`config.mk`:
```
export PLATFORM = sky130hd
export DESIGN_NAME = led_pattern_decoder
export DESIGN_NICKNAME = d
export VERILOG_FILES = /design/src/rtl/led_pattern_decoder.sv
export SDC_FILE = /design/constraint.sdc
export NUM_CORES = 1
export LEC_CHECK = 0
export BUFFER_PORTS_ARGS = -buffer_cell sky130_fd_sc_hd__clkbuf_2
export CELL_PAD_IN_SITES_DETAIL_PLACEMENT = 0
export CELL_PAD_IN_SITES_GLOBAL_PLACEMENT = 2
export CORE_MARGIN = 10
export CORE_UTILIZATION = 35
export DETAILED_ROUTE_END_ITERATION = 16
export PLACE_DENSITY_LB_ADDON = 0.1
export REMOVE_ABC_BUFFERS = 1
export SLEW_MARGIN = 5
export SYNTH_ARGS = -nofsm -noshare
export SYNTH_HDL_FRONTEND = slang
export SYNTH_SLANG_ARGS = --single-unit
```
`constraint.sdc`:
```
create_clock -name clock -period 6.25 [get_ports clock]
set_input_delay 0.625 -clock clock [delete_from_list [all_inputs] [get_ports clock]]
set_output_delay 0.625 -clock clock [all_outputs]
set_load 0.01 [all_outputs]
```
`src/rtl/led_pattern_decoder.sv`:
```
// led_pattern_decoder: monitors the r/g/b outputs of an LED sequencer and recovers the
// pattern class (shift/flash/mirror), shift direction, step period and active colour.
module led_pattern_decoder #(
  parameter int N_LEDS    = 4,
  parameter int NB_PERIOD = 32,
  parameter int N_CONFIRM = 2
) (
  input  logic                 clock,
  input  logic                 i_reset,
  input  logic [N_LEDS-1:0]    i_led_r,
  input  logic [N_LEDS-1:0]    i_led_g,
  input  logic [N_LEDS-1:0]    i_led_b,
  output logic                 o_valid,
  output logic [1:0]           o_mode,
  output logic                 o_dir,
  output logic [NB_PERIOD-1:0] o_period,
  output logic [2:0]           o_color,
  output logic                 o_error
);

  typedef enum logic [1:0] {
    MODE_SHIFT   = 2'd0,
    MODE_FLASH   = 2'd1,
    MODE_MIRROR  = 2'd2,
    MODE_UNKNOWN = 2'd3
  } mode_e;

  typedef enum logic [1:0] {
    ST_IDLE = 2'd0,
    ST_ACQ  = 2'd1,
    ST_LOCK = 2'd2
  } state_e;

  typedef struct packed {
    mode_e                mode;
    logic                 dir;
    logic [NB_PERIOD-1:0] period;
  } cand_t;

  localparam int                   CW          = (N_CONFIRM < 2) ? 1 : $clog2(N_CONFIRM + 1);
  localparam logic [CW-1:0]        CONF_ONE    = CW'(1);
  localparam logic [CW-1:0]        CONF_TARGET = CW'(N_CONFIRM);
  localparam logic [NB_PERIOD-1:0] CNT_ONE     = NB_PERIOD'(1);
  localparam logic [NB_PERIOD-1:0] CNT_MAX     = '1;

  // Sampled inputs
  logic [N_LEDS-1:0]    r_s;
  logic [N_LEDS-1:0]    r_prev;
  logic [2:0]           r_col;
  logic [NB_PERIOD-1:0] r_cnt;
  logic [2:0]           r_color;

  // FSM and registered outputs
  state_e               r_state;
  logic                 r_have_cand;
  cand_t                r_cand;
  logic [CW-1:0]        r_confirm;
  logic                 r_valid;
  mode_e                r_mode;
  logic                 r_dir;
  logic [NB_PERIOD-1:0] r_period;
  logic                 r_error;

  state_e               w_state_nxt;
  logic                 w_have_cand_nxt;
  cand_t                w_cand_nxt;
  logic [CW-1:0]        w_confirm_nxt;
  logic                 w_valid_nxt;
  mode_e                w_mode_nxt;
  logic                 w_dir_nxt;
  logic [NB_PERIOD-1:0] w_period_nxt;
  logic                 w_error_nxt;

  logic [N_LEDS-1:0]    w_rotl;
  logic [N_LEDS-1:0]    w_rotr;
  logic [N_LEDS-1:0]    w_rev_prev;
  logic [N_LEDS-1:0]    w_rev_s;
  logic                 w_change;
  logic                 w_timeout;
  logic                 w_shift_ok;
  logic                 w_flash;
  logic                 w_mirror_ok;
  mode_e                w_class;
  logic                 w_dir;
  logic                 w_consistent;

  // NOTE: every clocked register uses <= so all flops see pre-edge values, independent of
  // the order the always_ff blocks are evaluated in.
  always_ff @(posedge clock) begin
    if (i_reset) begin
      r_s    <= '0;
      r_prev <= '0;
      r_col  <= '0;
    end else begin
      r_s    <= i_led_r | i_led_g | i_led_b;
      r_col  <= {|i_led_b, |i_led_g, |i_led_r};
      r_prev <= r_s;
    end
  end

  assign w_change = (r_s != r_prev);

  // Counts clocks since the last pattern change; its value on a change cycle is the interval.
  always_ff @(posedge clock) begin
    if (i_reset) begin
      r_cnt <= '0;
    end else if (w_change) begin
      r_cnt <= CNT_ONE;
    end else if (r_cnt != CNT_MAX) begin
      r_cnt <= r_cnt + CNT_ONE;
    end
  end

  always_ff @(posedge clock) begin
    if (i_reset) begin
      r_color <= '0;
    end else if (r_s != '0) begin
      r_color <= r_col;
    end
  end

  generate
    if (N_LEDS > 1) begin : g_rot
      assign w_rotl = {r_prev[N_LEDS-2:0], r_prev[N_LEDS-1]};
      assign w_rotr = {r_prev[0], r_prev[N_LEDS-1:1]};
    end else begin : g_no_rot
      assign w_rotl = r_prev;
      assign w_rotr = r_prev;
    end
  endgenerate

  assign w_rev_prev  = {<<{r_prev}};
  assign w_rev_s     = {<<{r_s}};
  assign w_shift_ok  = (N_LEDS > 1) && $onehot(r_prev) && $onehot(r_s);
  assign w_flash     = ((r_prev == '0) && (r_s == '1)) || ((r_prev == '1) && (r_s == '0));
  assign w_mirror_ok = (r_prev == w_rev_prev) && (r_s == w_rev_s) &&
                       ($countones(r_prev) <= 2) && ($countones(r_s) <= 2);

  // NOTE: each output of a combinational block gets a default first, so no path can
  // leave a value unassigned and infer a latch.
  always_comb begin
    w_class = MODE_UNKNOWN;
    w_dir   = 1'b0;
    if (w_shift_ok && (r_s == w_rotl)) begin
      w_class = MODE_SHIFT;
      w_dir   = 1'b1;
    end else if (w_shift_ok && (r_s == w_rotr)) begin
      w_class = MODE_SHIFT;
    end else if (w_flash) begin
      w_class = MODE_FLASH;
    end else if (w_mirror_ok) begin
      w_class = MODE_MIRROR;
    end
  end

  assign w_consistent = r_have_cand && (w_class != MODE_UNKNOWN) &&
                        (w_class == r_cand.mode) && (w_dir == r_cand.dir) &&
                        (r_cnt == r_cand.period);
  assign w_timeout    = (r_cnt == CNT_MAX) && (r_state != ST_IDLE);

  always_comb begin
    w_state_nxt     = r_state;
    w_have_cand_nxt = r_have_cand;
    w_cand_nxt      = r_cand;
    w_confirm_nxt   = r_confirm;
    w_valid_nxt     = r_valid;
    w_mode_nxt      = r_mode;
    w_dir_nxt       = r_dir;
    w_period_nxt    = r_period;
    w_error_nxt     = 1'b0;

    if (w_timeout) begin
      w_state_nxt     = ST_IDLE;
      w_have_cand_nxt = 1'b0;
      w_confirm_nxt   = '0;
      w_valid_nxt     = 1'b0;
      w_mode_nxt      = MODE_UNKNOWN;
      w_error_nxt     = (r_state == ST_LOCK);
    end else if (w_change) begin
      unique case (r_state)
        ST_IDLE: begin
          // The first change has no meaningful interval behind it, so nothing is loaded.
          w_state_nxt     = ST_ACQ;
          w_have_cand_nxt = 1'b0;
          w_confirm_nxt   = '0;
        end
        ST_ACQ: begin
          if (w_consistent) begin
            w_confirm_nxt = r_confirm + CONF_ONE;
            if (w_confirm_nxt == CONF_TARGET) begin
              w_state_nxt  = ST_LOCK;
              w_valid_nxt  = 1'b1;
              w_mode_nxt   = r_cand.mode;
              w_dir_nxt    = r_cand.dir;
              w_period_nxt = r_cand.period;
            end
          end else begin
            w_have_cand_nxt   = 1'b1;
            w_cand_nxt.mode   = w_class;
            w_cand_nxt.dir    = w_dir;
            w_cand_nxt.period = r_cnt;
            w_confirm_nxt     = '0;
          end
        end
        ST_LOCK: begin
          if (!w_consistent) begin
            w_state_nxt       = ST_ACQ;
            w_error_nxt       = 1'b1;
            w_valid_nxt       = 1'b0;
            w_mode_nxt        = MODE_UNKNOWN;
            w_have_cand_nxt   = 1'b1;
            w_cand_nxt.mode   = w_class;
            w_cand_nxt.dir    = w_dir;
            w_cand_nxt.period = r_cnt;
            w_confirm_nxt     = '0;
          end
        end
        default: w_state_nxt = ST_IDLE;
      endcase
    end
  end

  always_ff @(posedge clock) begin
    if (i_reset) begin
      r_state     <= ST_IDLE;
      r_have_cand <= 1'b0;
      r_cand      <= '0;
      r_confirm   <= '0;
      r_valid     <= 1'b0;
      r_mode      <= MODE_UNKNOWN;
      r_dir       <= 1'b0;
      r_period    <= '0;
      r_error     <= 1'b0;
    end else begin
      r_state     <= w_state_nxt;
      r_have_cand <= w_have_cand_nxt;
      r_cand      <= w_cand_nxt;
      r_confirm   <= w_confirm_nxt;
      r_valid     <= w_valid_nxt;
      r_mode      <= w_mode_nxt;
      r_dir       <= w_dir_nxt;
      r_period    <= w_period_nxt;
      r_error     <= w_error_nxt;
    end
  end

  assign o_valid  = r_valid;
  assign o_mode   = r_mode;
  assign o_dir    = r_dir;
  assign o_period = r_period;
  assign o_color  = r_color;
  assign o_error  = r_error;

endmodule

```
### After elaboration in Yosys (flattened, before gate mapping)

Index checks and enable logic that the tools add are counted.

* $lt $le $gt $ge: 2
* muxes and demuxes: 28
* reduce and logical (&&, ||, !) cells: 35
* equal/unequal tests: 22
* bitwise gates (word level): 4
* $add $sub $neg: 14

Operator list (number)
* $add A32 B1 Y32 const B: 1
* $eq A32 B32 Y1: 1
* $eq A32 B32 Y1 const B: 1
* $ne A32 B32 Y1 const B: 1
* $mux W2: 11
* $add A1 B1 Y2: 8
* $eq A4 B4 Y1: 4
* $logic_and A1 B1 Y1: 13
* $add A2 B2 Y3: 4
* $mux W1: 12
* $pmux W2 S3: 2
* $reduce_or A4 Y1: 3
* $ne A2 B2 Y1 const B: 5
* $reduce_and A5 Y1: 2
* $eq A4 B4 Y1 const B: 2
* $logic_not A4 Y1: 2
* $or A4 B4 Y4: 2
* $reduce_and A4 Y1: 2
* $reduce_bool A2 Y1: 4
* $eq A3 B1 Y1 const B: 2
* $le A3 B2 Y1 const B: 2
* $reduce_and A3 Y1: 2
* $reduce_or A2 Y1: 3
* $eq A2 B2 Y1 const B: 2
* 12 further kinds: 14

* logic and storage cells: 122
* bits in registers: 123
* output and inout port bits: 40
* bits of input ports: 14

### Depth between registers and ports, before layout

* depth after elaboration: 18
* gate-level depth with buffers: 11
* gate-level depth less buffers: 10

### Worst setup path after synthesis

OpenSTA, ideal clock, no wires.

* kind: register to register
* from: register r_prev[0]
* to: register r_cand[33] (netlist name)
* path buffers: 0
* period minus slack after synthesis: 3.108 ns
* slack: 3.142 ns
* data required time: 6.129 ns
* setup time: 0.121 ns
* cell stages (with the launch flop): 11
* arrival time: 2.987 ns
* cells stage by stage: dfxtp_1 > fa_1 > ha_1 > ha_1 > nand4bb_1 > nor3_2 > nand3_4 > a2111oi_4 > a21boi_4 > nor3_2 > mux2_4

* longest elaborated chain between the ends: 16
* elaborated cells between the ends (all ways): 35
* classes of those cells: add/sub (4); order compare (1); eq/ne (9); mux (5); bitwise (1); reduce/logical (15)

RTL lines
* start: declaration: line 48 `logic [N_LEDS-1:0] r_prev;`
* start signal: assignment: line 97 `r_prev <= r_s;`
* $add A1 B1 Y2 (not written as such): line 134, 137
* $add A2 B2 Y3 (not written as such): line 134, 137
* $le A3 B2 Y1: line 137 `($countones(r_prev) <= 2) && ($countones(r_s) <= 2);`
* $logic_and A1 B1 Y1: line 136 `assign w_mirror_ok = (r_prev == w_rev_prev) && (r_s == w_rev_s) &&`
* $logic_and A1 B1 Y1: line 137
* $mux W1: line 151 `end else if (w_mirror_ok) begin`
* $mux W2: line 149 `end else if (w_flash) begin`
* $mux W2: line 147 `end else if (w_shift_ok && (r_s == w_rotr)) begin`
* $mux W2: line 144 `if (w_shift_ok && (r_s == w_rotl)) begin`
* $ne A2 B2 Y1: line 156 `assign w_consistent = r_have_cand && (w_class != MODE_UNKNOWN) &&`
* $logic_and A1 B1 Y1 (2 in series): line 156
* $logic_and A1 B1 Y1 (2 in series): line 157 `(w_class == r_cand.mode) && (w_dir == r_cand.dir) &&`
* $not A1 Y1 (no line)
* $reduce_and A4 Y1 (no line)
* end signal: assignment: line 237 `r_cand <= w_cand_nxt;`
* end: declaration: line 56 `cand_t r_cand;`

Parallel ways exist; a longest one is shown, timed or not.
A chain may end at the register's enable or synchronous reset.

### Worst setup path after layout

* from: register r_prev[3]
* to: register r_cand[33] (netlist name)

Same word-level chain as after synthesis.

==> metrics.txt <==
RSZ-0062 raised after global routing no; most frequent cells in the layout 123 x dfxtp_1, 52 x a21oi_1, 52 x clkbuf_2; WL per Instance 18.7 µm; Die Span Y 155 µm; Die X 155 µm; switching power 494 µW; cts hold-fix bufs 0; Max-slew headroom 0.203; # IOs 54; Max Slew Vio Count 0; internal power 1490 µW; Initial Util 0.355; Seq cells post-synth 123; Post-Route Skew 0.00875 ns; # Max-Cap Violations 0; DR vias/cell 5.50; Min Clock Period, post-route 4.20 ns; overflow left after global routing 0; Worst VDD drop 0.188 mV; Core Footprint 0.0179 mm²; antenna-violating nets left 0; Clock power frac 0.502; Remaining DRCs 0; Reg power frac 0.414; pin count of the biggest net entering global routing 45; Slew @ Worst Pin 1.19 ns; cts repair resizes 0; Pwr Density 273 mW/mm²; total die area 0.0239 mm²; most common cell after layout, fill and taps aside dfxtp_1; CP Data Arrival Time 4.51 ns; Post-synth top flop dfxtp_1; number of global-route vias before repair 5331; Post-CTS Setup Inserts 0; CP startpoint r_prev[3]$_SDFF_PP0_; drt total wl 18300 µm; Async S/R FF share, synth 0; H-tree levels 4; dpl cells 944; worst-path fanout max 34; CP endpoint kind flop; Min-Delay Path Class in2reg; CTS Buffer Depth 2; Finished Layout Cells 976; all-layer global routing usage 0.152; setup_tns 0 ns; via count 5365; Syn-to-layout area delta 14.4%; max frequency 0.238 GHz; clk slew on worst S/H paths 0.06 ns; CTS tree built; Iter 0 DRT Violations 321; n_diodes 0; Pleak 0.00272 µW; sequential cell area fraction in the yosys report 0.387; Crit Path Class reg2reg; CTS Sinks 123; PortBufs 53; crit share post-route 0.672; clk_lat worst skew 0.42 ns; Hold Violations, Final 0; share of cells above drive strength 1 0.191; EDFF count, synth 0; initial antenna violation count 0; Post-Synthesis Cell Area 0.00635 mm²; Sw Share 0.249; # setup viols final 0; first-pass GRT wire length 29700 µm; Rows 49; Mapped Cells 717; synth warn 0; CTS root buffer clkbuf_16; post-synth cell types 64; status finished clean; Post-DP HPWL 12600 µm; GP Congestion 0.827; RR Startpoint r_prev[3]$_SDFF_PP0_; Data required, critical path 6.55 ns; Mapped Avg Cell Area 8.86 µm²; Logic pwr share 0.084; Pre-antenna DRT Iters 4; Startpoint Class flop; layout net count 766; CTS buffer count 17; hold_sp i_led_r[2]
synthesized netlist by cell type (2+ instances only):
master       n  area (µm²)
nor2b_1      6        37.5
ha_1        16         200
fa_1         2        40.0
o211ai_1     2        15.0
o21ai_0     44         220
and4_1       8        70.1
nor4_1      11        68.8
nor2_1      47         176
nand3_1     45         225
xor2_1      48         420
a21oi_2     30         263
nor3_2       2        20.0
buf_6        4        45.0
mux2i_1      8        80.1
o31ai_1     34         255
xnor2_1     19         166
o41ai_1      2        17.5
nand2b_1     2        12.5
nand2_1     22        82.6
nor3_1      12        60.1
or4_1        4        30.0
o311ai_0     2        17.5
or3_1       10        62.6
dfxtp_1    123        2460
and2_1       3        18.8
buf_1        4        15.0
a211oi_2     2        25.0
nand4_1     41         257
inv_1       19        71.3
a21oi_1     52         260
or2_2        3        18.8
and3_1       6        37.5
a2111oi_4    2        55.1
clkbuf_1    32         120
o2111ai_1    2        17.5
buf_2       20         100
worst paths after layout:
path	to	slack [ns]	cells after the start
worst min-delay path	r_col[0]$_SDFF_PP0_	0.44	3
worst max-delay path	r_cand[33]$_SDFFE_PP0P_	2.05	10
worst min register to register	o_valid$_SDFFE_PP0P_	0.47	2
worst max register to register	r_cand[33]$_SDFFE_PP0P_	2.05	10
sequential cells by signal, indices dropped and copies added, names as in the netlist:
| name | cells |
|---|---|
| r_have_cand | 1 |
| r_s | 4 |
| o_dir | 1 |
| r_cand | 35 |
| o_valid | 1 |
| r_prev | 4 |
| o_mode | 2 |
| r_cnt | 32 |
| o_period | 32 |
| o_error | 1 |
| r_col | 3 |
| o_color | 3 |
| r_confirm | 2 |
| r_state | 2 |
final cells by class:
| class | count | area, µm² |
|---|---|---|
| clock buffer | 20 | 447 |
| clock inverter | 12 | 148 |
| fill | 1852 | 10600 |
| inverter | 19 | 71.3 |
| multi-input combinational | 513 | 3530 |
| sequential | 123 | 2460 |
| tap | 229 | 287 |
| timing repair buffer | 60 | 320 |
layer usage:
| metal | part of all wire | wire length [µm] | vias to the layer above | track usage |
|---|---|---|---|---|
| li1 | - | - | 2634 | - |
| met1 | 0.50 | 9160 | 2630 | 0.218 |
| met2 | 0.44 | 7960 | 90 | 0.220 |
| met3 | 0.055 | 1010 | 11 | 0.0372 |
| met4 | 0.0066 | 121 | 0 | 0.0432 |
| met5 | 0 | 0 | - | 0 |
worst max-delay path, cell delays in order (launching register included):
cell and delay (ns):
dfxtp_1 0.51, fa_1 0.49, ha_1 0.21, ha_1 0.29, nand4bb_1 0.22, nor3_2 0.31, nand3_4 0.15, a2111oi_4 0.50
a21boi_4 0.93, nor3_2 0.13, mux2_4 0.33
through the flow:
stage	instance area, µm²	power (µW)	hold WS [ns]	utilization	setup slack, ns
finish	7270	1990	0.442	0.406	2.05
global route	7270	2070	0.450	0.406	1.82
CTS	7270	2010	0.433	0.406	2.05
detailed placement	6680	1010	0.452	0.373	2.03
global placement	6680	1000	0.444	0.373	2.12
floorplan	6060	940	0.437	-	2.32
power groups by stage:
stage | registers (µW) | clock network (µW) | logic (µW)
2_1_floorplan | 834 | 0 | 106
3_3_place_gp | 837 | 0 | 165
3_5_place_dp | 838 | 0 | 167
4_1_cts | 821 | 1020 | 168
5_1_grt | 824 | 1060 | 186
6_report | 822 | 998 | 167
cell families (layout without fill, tap and decap cells):
kind of cell,Yosys count,after routing,share of synthesized area
compound gates,186,186,0.202
xor+xnor,68,68,0.0949
fa+ha+maj,18,18,0.0378
buf+inv,81,111,0.0573
flops,123,123,0.387
mux,9,9,0.0150
simple gates,232,232,0.205
Power figures use the tool's default switching activity.
